<file path="config.mk">
export PLATFORM = sky130hd
export DESIGN_NAME = kf8237_address_count_array
export DESIGN_NICKNAME = d
export VERILOG_FILES = /design/src/rtl/kf8237_address_count_array.sv
export SDC_FILE = /design/constraint.sdc
export NUM_CORES = 1
export LEC_CHECK = 0
export BUFFER_PORTS_ARGS = -buffer_cell sky130_fd_sc_hd__clkbuf_2
export CORE_MARGIN = 4
export CORE_UTILIZATION = 34
export CTS_CLUSTER_SIZE = 24
export DETAILED_ROUTE_END_ITERATION = 6
export GPL_ROUTABILITY_DRIVEN = 0
export PLACE_DENSITY = 0.59
export SLEW_MARGIN = 15
export SYNTH_ARGS = -nofsm -noshare
export SYNTH_HDL_FRONTEND = slang
export SYNTH_SLANG_ARGS = --single-unit
</file>
<file path="constraint.sdc">
create_clock -name clock -period 8.15 [get_ports clock]
set_input_delay 0.815 -clock clock [delete_from_list [all_inputs] [get_ports clock]]
set_output_delay 0.815 -clock clock [all_outputs]
set_load 0.005 [all_outputs]
</file>
<file path="src/rtl/kf8237_address_count_array.sv">
// Per-channel base/current address, word count and page registers for the KF8237 DMA core,
// with byte-serial CPU access, transfer stepping, auto-initialize reload and sticky TC flags.
module kf8237_address_count_array #(
    parameter int CHANNELS   = 4,
    parameter int WIDTH      = 16,
    parameter int PAGE_WIDTH = 8,
    localparam int CH_BITS   = (CHANNELS > 1) ? $clog2(CHANNELS) : 1,
    localparam int PW        = (PAGE_WIDTH > 0) ? PAGE_WIDTH : 1
) (
    input  logic                clock,
    input  logic                reset,
    input  logic [7:0]          internal_data_bus,
    output logic [7:0]          read_data,
    input  logic [CHANNELS-1:0] write_address,
    input  logic [CHANNELS-1:0] write_count,
    input  logic [CHANNELS-1:0] write_page,
    input  logic [CHANNELS-1:0] read_address,
    input  logic [CHANNELS-1:0] read_count,
    input  logic                read_done,
    input  logic                clear_byte_pointer,
    input  logic                master_clear,
    input  logic [CH_BITS-1:0]  channel_select,
    input  logic                initialize,
    input  logic                next_word,
    input  logic                address_hold,
    input  logic                address_decrement,
    input  logic [CHANNELS-1:0] autoinit_enable,
    input  logic                page_carry_enable,
    input  logic                clear_tc_status,
    output logic [WIDTH-1:0]    transfer_address,
    output logic [PW-1:0]       transfer_page,
    output logic                update_high_address,
    output logic                terminal_count,
    output logic [CHANNELS-1:0] tc_status
);

    localparam int BYTES    = WIDTH / 8;
    localparam int PTR_BITS = (BYTES > 1) ? $clog2(BYTES) : 1;
    localparam logic [PTR_BITS-1:0] PTR_LAST  = PTR_BITS'(BYTES - 1);
    localparam logic [PTR_BITS-1:0] PTR_ONE   = PTR_BITS'(1);
    localparam logic [WIDTH-1:0]    ONE       = WIDTH'(1);
    localparam logic [PW-1:0]       PAGE_ONE  = PW'(1);
    localparam logic [WIDTH-1:0]    HIGH_MASK = ~WIDTH'(8'hFF);

    logic [WIDTH-1:0]    base_addr [CHANNELS];
    logic [WIDTH-1:0]    cur_addr  [CHANNELS];
    logic [WIDTH-1:0]    base_cnt  [CHANNELS];
    logic [WIDTH-1:0]    cur_cnt   [CHANNELS];
    logic [PW-1:0]       base_page [CHANNELS];
    logic [PW-1:0]       cur_page  [CHANNELS];
    logic [PTR_BITS-1:0] byte_ptr;

    logic [CH_BITS-1:0]  sel;
    logic [WIDTH-1:0]    addr_now, addr_step, addr_next, cnt_now, cnt_next;
    logic [PW-1:0]       page_now, page_step, page_next;
    logic                underflow, cpu_hit, step, wrap, reload, found;

    function automatic logic [7:0] get_byte(input logic [WIDTH-1:0] v,
                                            input logic [PTR_BITS-1:0] p);
        logic [7:0] r;
        r = 8'h00;
        for (int b = 0; b < BYTES; b++)
            if (p == PTR_BITS'(b)) r = v[8*b +: 8];
        return r;
    endfunction

    function automatic logic [WIDTH-1:0] set_byte(input logic [WIDTH-1:0] v,
                                                  input logic [PTR_BITS-1:0] p,
                                                  input logic [7:0] d);
        logic [WIDTH-1:0] r;
        r = v;
        for (int b = 0; b < BYTES; b++)
            if (p == PTR_BITS'(b)) r[8*b +: 8] = d;
        return r;
    endfunction

    // Out-of-range channel numbers alias onto channel 0.
    always_comb begin
        sel = '0;
        if (int'(channel_select) < CHANNELS) sel = channel_select;
    end

    always_comb begin
        addr_now  = cur_addr[sel];
        cnt_now   = cur_cnt[sel];
        page_now  = cur_page[sel];
        underflow = (cnt_now == '0);
        cpu_hit   = write_address[sel] | write_count[sel] | write_page[sel];
        step      = next_word && !initialize && !cpu_hit;

        addr_step = addr_now;
        if (!address_hold) addr_step = address_decrement ? addr_now - ONE : addr_now + ONE;
        wrap = !address_hold && (address_decrement ? (addr_now == '0) : (&addr_now));

        page_step = page_now;
        if (PAGE_WIDTH > 0 && page_carry_enable && wrap)
            page_step = address_decrement ? page_now - PAGE_ONE : page_now + PAGE_ONE;

        // Auto-initialize replaces the step entirely on underflow.
        reload    = underflow && autoinit_enable[sel];
        addr_next = reload ? base_addr[sel] : addr_step;
        cnt_next  = reload ? base_cnt[sel]  : cnt_now - ONE;
        page_next = reload ? base_page[sel] : page_step;

        update_high_address = step && ((((addr_next ^ addr_now) & HIGH_MASK) != '0) ||
                                       (page_next != page_now));
    end

    // Address selects outrank count selects, lower channel first.
    always_comb begin
        read_data = 8'h00;
        found     = 1'b0;
        for (int c = 0; c < CHANNELS; c++) begin
            if (!found && read_address[c]) begin
                read_data = get_byte(cur_addr[c], byte_ptr);
                found     = 1'b1;
            end
        end
        for (int c = 0; c < CHANNELS; c++) begin
            if (!found && read_count[c]) begin
                read_data = get_byte(cur_cnt[c], byte_ptr);
                found     = 1'b1;
            end
        end
    end

    always_ff @(posedge clock) begin
        if (!reset || master_clear) begin
            for (int c = 0; c < CHANNELS; c++) begin
                base_addr[c] <= '0;
                cur_addr[c]  <= '0;
                base_cnt[c]  <= '0;
                cur_cnt[c]   <= '0;
                base_page[c] <= '0;
                cur_page[c]  <= '0;
            end
            byte_ptr         <= '0;
            tc_status        <= '0;
            transfer_address <= '0;
            transfer_page    <= '0;
            terminal_count   <= 1'b0;
        end else begin
            if (clear_byte_pointer)
                byte_ptr <= '0;
            else if ((|write_address) || (|write_count) || read_done)
                byte_ptr <= (byte_ptr == PTR_LAST) ? '0 : byte_ptr + PTR_ONE;

            terminal_count   <= step && underflow;
            transfer_address <= cur_addr[sel];
            transfer_page    <= cur_page[sel];

            for (int c = 0; c < CHANNELS; c++) begin
                if (write_address[c] || write_count[c] || write_page[c]) begin
                    if (write_address[c]) begin
                        base_addr[c] <= set_byte(base_addr[c], byte_ptr, internal_data_bus);
                        cur_addr[c]  <= set_byte(cur_addr[c], byte_ptr, internal_data_bus);
                    end
                    if (write_count[c]) begin
                        base_cnt[c] <= set_byte(base_cnt[c], byte_ptr, internal_data_bus);
                        cur_cnt[c]  <= set_byte(cur_cnt[c], byte_ptr, internal_data_bus);
                    end
                    if (write_page[c] && PAGE_WIDTH > 0) begin
                        base_page[c] <= internal_data_bus[PW-1:0];
                        cur_page[c]  <= internal_data_bus[PW-1:0];
                    end
                end else if (sel == CH_BITS'(c)) begin
                    if (initialize) begin
                        cur_addr[c] <= base_addr[c];
                        cur_cnt[c]  <= base_cnt[c];
                        cur_page[c] <= base_page[c];
                    end else if (step) begin
                        cur_addr[c] <= addr_next;
                        cur_cnt[c]  <= cnt_next;
                        cur_page[c] <= page_next;
                    end
                end

                // A terminal count arriving with a status clear keeps its flag.
                if (step && underflow && sel == CH_BITS'(c))
                    tc_status[c] <= 1'b1;
                else if (clear_tc_status)
                    tc_status[c] <= 1'b0;
            end
        end
    end

endmodule

</file>
# == Word-level counts from Yosys, hierarchy flattened ==
# Memories as Yosys holds them, arrays and structs flattened.
# Index checks and enable logic that the tools add are counted.
# word_totals
mem_bits_ro,0
inputBits,45
n_memories,6
regBits,30
latch_bits,0
ram_bits,320
# mem_list
memory,words,word_bits,read_ports,rd_clocked_by_memory_dff,wr,line,source
base_addr,4,16,5,0,4,45,logic [WIDTH-1:0] base_addr [CHANNELS];
base_cnt,4,16,5,0,4,47,logic [WIDTH-1:0] base_cnt [CHANNELS];
cur_addr,4,16,5,0,4,46,logic [WIDTH-1:0] cur_addr [CHANNELS];
cur_cnt,4,16,5,0,4,48,logic [WIDTH-1:0] cur_cnt [CHANNELS];
base_page,4,8,5,0,4,49,logic [PW-1:0] base_page [CHANNELS];
cur_page,4,8,1,0,4,50,logic [PW-1:0] cur_page [CHANNELS];
# classes
n_shift,0
div_mod_pow,0
mul,0
addsub,6
n_mux,306
reduce_logical,53
n_bitwise,51
eq_ne,4
order_cmp,1
# ops
operator,count
8-bit two-way mux,163
16-bit two-way mux,36
1-bit two-way mux,103
1-bit OR,50
16-bit logical NOT,2
"16-bit by 1-bit subtractor with 16-bit output, second input constant",2
1-bit logical AND,18
"16-bit by 1-bit adder with 16-bit output, second input constant",1
16-bit AND reduction,1
16-bit nonzero test,1
16-bit XOR,1
1-bit logical OR,12
1-bit logical NOT,11
"8-bit by 1-bit adder with 8-bit output, second input constant",1
1-bit binary-select mux with 2-bit select,4
8-bit inequality test,1
2-bit nonzero test,4
4-bit OR reduction,2
"8-bit by 1-bit subtractor with 8-bit output, second input constant",1
"2-bit equality test, second input constant",2
"2-bit by 3-bit < comparator with 1-bit output, second input constant",1
"2-bit by 1-bit equality test with 1-bit output, second input constant",1
2-bit logical NOT,1
2-bit OR reduction,1
"1-bit adder, second input constant",1

# == Logic depth before layout (Yosys ltp) ==
# logic_depth
ltp_word,22
mapped_depth,16
depth_no_buf,12

# == Least setup slack after synthesis ==
# OpenSTA, ideal clock, no wires.
# synth_path
path_type,input -> output
start,in channel_select[0]
end,out update_high_address
required_ns,7.335
path_stages,16
setup_slack_ns,3.015
t_arrival_ns,4.320
path_cell_list,buf_6 > buf_4 > buf_2 > mux4_2 > buf_2 > ha_1 > clkbuf_1 > o21a_1 > a2111oi_0 > o21ai_0 > o211ai_1 > mux2i_1 > o2111ai_1 > a211oi_1 > o21a_1 > a31oi_1
# synth_between
elab_chain_len,10
elab_cells_between_ends,39
# synth_lines
item,line,source
start: declaration,22,"input logic [CH_BITS-1:0] channel_select,"
memory read 4 x 16 bit (*),-,
named net addr_now[9],54,"logic [WIDTH-1:0] addr_now, addr_step, addr_next, cnt_now, cnt_next;"
branches (longest 7 deep; another with 16-bit by 1-bit adder with 16-bit output),-,
1-bit logical OR (*),105,update_high_address = step && ((((addr_next ^ addr_now) & HIGH_MASK) != '0) ||
1-bit logical AND (*),105,
end: declaration,32,"output logic update_high_address,"
# Mark *: on every way through the listed nets, which the timed path passes. The select of a mux whose other input is x is not followed.

# == Worst setup path in the final report ==
# layout_path
start,in channel_select[0]
end,out update_high_address
# layout_between
elab_chain_len,10
elab_cells_between_ends,39
# layout_lines
item,line
branches (longest 9 deep; another with memory read 4 x 16 bit),-
1-bit logical AND (*),105
# Mark *: on every way between the ends. The select of a mux whose other input is x is not followed.

==> metrics <==
Final Hold Vio Count=0; Clock Latency Late Sink=560 ps; post-synthesis sequential area ratio=52.8%; Setup crit start kind=input port; largest family of logic cells by synthesized area=compound AO/OA/AOI/OAI gates; Post-CTS Hold Buffers=0; Synth Instances=1,578; Post-Route Setup TNS=0 ps; first-pass GRT wire length=98.8 mm; die width=246 um; DRT Pass-1 Iters=5; postcts setup bufs=0; # IOs=83; Filler cells=5,324; die area=60,700 um^2; post-synthesis xor/xnor area fraction=2.29%; Reg clk slew, reported paths=60 ps; CTS tree=yes; pin count of the biggest net entering global routing=121; max incr delay on CP=730 ps; initial antenna violation count=0; P&R area growth vs syn=12.2%; most common cell after layout, fill and taps aside=edfxtp_1; Inserted Clock Buffers=37; H-tree lvl count=2; endpoints failing setup=0; vias=14,600; Slew Limit Headroom=25.8%; Post-DRT Antenna Nets=0; proportion of layout cells with a drive suffix above 1=17.7%; Simple-Gate Fraction of Synth Area=12.6%; Synth Area in Adders=1.57%; Crit path required time=7340 ps; vias in the first global route=14,200; via density per instance=6.13; Final Cell Area=21,700 um^2; final number of max-transition violations=0; row cnt=87; min Tclk post-route=5890 ps; Max VDD drop=0.151 mV; top layer in use=met4; Resize count post-CTS=0; period utilization=72.3%; slowest CP cell=mux4_2; Synth cell types=63; clock root cell=clkbuf_16; met2 WL=31.3 mm; Die Y=246 um; PnR worst setup slack=2260 ps; WL met3=6.46 mm; Setup Skew=27.5 ps; PD cells=210 nW/um^2; CTS max path bufs=3; Starting Density=34.3%; leading cell types in the layout, fill and taps excluded=edfxtp_1 (320), nand2_1 (108), and3_1 (102); GRT Util Overall=22.1%; Mapped Nets=1,646; top_reg_cell synth=edfxtp_1; DR iter-0 viols=1,910; CP Cell Sequence=buf_6 -> mux4_2 -> ha_1 -> a211o_1 -> a2111oi_0 -> o21ai_0 -> o211ai_1 -> mux2i_1 -> o2111ai_1 -> a211oi_1 -> o21a_1 -> a31oi_1 -> clkbuf_2; Post-synth ARST share=0%; mean post-synth cell area=12.2 um^2; Slew @ Worst Pin=1110 ps; NumNets Final=1,673; HPWL after detailed placement=45.7 mm; total core area=56,300 um^2; #FFs+latches synth=350; M1 wire length=27.7 mm; Yosys warnings=0; clock sink count=350; Post-Syn Area=19,300 um^2; final wirelength=68.5 mm; per-cell routed wire length=28.7 um; Worst EP arrival=5070 ps; RSZ-0062 raised after global routing=no; Max Clock Freq=170 MHz; Util after Layout=38.5%; placed standard-cell area=20,500 um^2; outcome=completed; CP max FO=47; multiplexer area fraction after synthesis=13.5%; Max-Cap Viols=0; Worst Setup Path Type=input port to output pin; Synth Area in Compound Gates=14.1%; Port-buffer cells=82; DR DRC count=0; Cell Count, Final, Fillers Out=2,390; Post-synth EDFFs=320; DP Cell Count=2,322; Leakage=0.00838 uW; GRT overflow=0; Hold Crit Class=input port to flop; pre-CTS WS=2300 ps; CP endpoint kind=output pin
==> power breakdown <==
part | total (uW) | switching, uW | internal (uW)
combinational | 691 | 443 | 248
sequential | 2130 | 60.6 | 2070
clock | 1740 | 735 | 1000
total | 4560 | 1240 | 3320
==> Yosys cell counts, drive strengths merged, types with 21 or more instances <==
cell | number | share of area [%]
a21oi | 100 | 2.6
mux2i | 63 | 3.3
and3 | 102 | 3.3
dfxtp | 30 | 3.1
and2 | 34 | 1.1
mux4 | 80 | 9.3
o21ai | 53 | 1.4
ha | 21 | 1.4
buf | 36 | 0.95
clkbuf | 89 | 1.7
a221o | 90 | 4.7
nand2 | 108 | 2.1
edfxtp | 320 | 50
xor2 | 21 | 0.95
nor2 | 92 | 1.8
nor3 | 27 | 0.70
xnor2 | 27 | 1.2
a211oi | 51 | 2.1
inv | 21 | 0.41
nor2b | 26 | 0.84
==> worst max-delay path, delay by kind of cell <==
kind	cells	cell delay [ps]
buffers and inverters	2	660
muxes	2	1040
AOI/OAI and AO/OA	8	2030
adders and majority gates	1	450
==> kinds of logic after synthesis <==
logic type,after synthesis
adders and majority gates,23
DFF,350
and+or+nand+nor,474
AOI/OAI and AO/OA,377
buffers and inverters,146
muxes,159
xor gates and xnor gates,49
==> registers in the layout, summed over array words and instances, names as in the netlist <==
name              flops
base_addr            64
cur_addr             64
cur_page             32
base_cnt             64
transfer_page         8
byte_ptr              1
cur_cnt              64
transfer_address     16
tc_status             4
base_page            32
terminal_count        1
==> layer usage <==
layer | track usage, % | vias to the layer above
li1 | - | 6298
met1 | 30.0 | 7292
met2 | 35.0 | 884
met3 | 4.36 | 165
met4 | 9.06 | 0
met5 | 0 | -
==> path summary, 6_finish.rpt <==
check | from | to | slack, ps | cells past startpoint
max | channel_select[0] | update_high_address | 2260 | 13
min | clear_byte_pointer | byte_ptr | 420 | 2
max reg2reg | cur_addr[3][8] | cur_addr[2][15] | 3980 | 10
min reg2reg | tc_status[2] | tc_status[2] | 480 | 1
==> through the flow <==
stage / hold slack (ps) / power (uW)
final: 420 / 4560
after global routing: 412 / 4700
after CTS: 397 / 4560
after detailed placement: 456 / 2840
after global placement: 461 / 2830
after floorplan: 466 / 2590
==> final cells by class <==
| type | instances | area (um^2) | share of cell area [%] |
|---|---|---|---|
| multi-input combinational | 1082 | 8570 | 39.5 |
| antenna | 1 | 2.50 | 0.0115 |
| clock buffer | 48 | 1010 | 4.65 |
| inverter | 21 | 78.8 | 0.364 |
| sequential | 350 | 10200 | 47.1 |
| timing repair buffer | 113 | 652 | 3.01 |
| tap | 756 | 946 | 4.36 |
| clock inverter | 19 | 208 | 0.958 |
No activity file was read; power rests on OpenSTA's default activity.
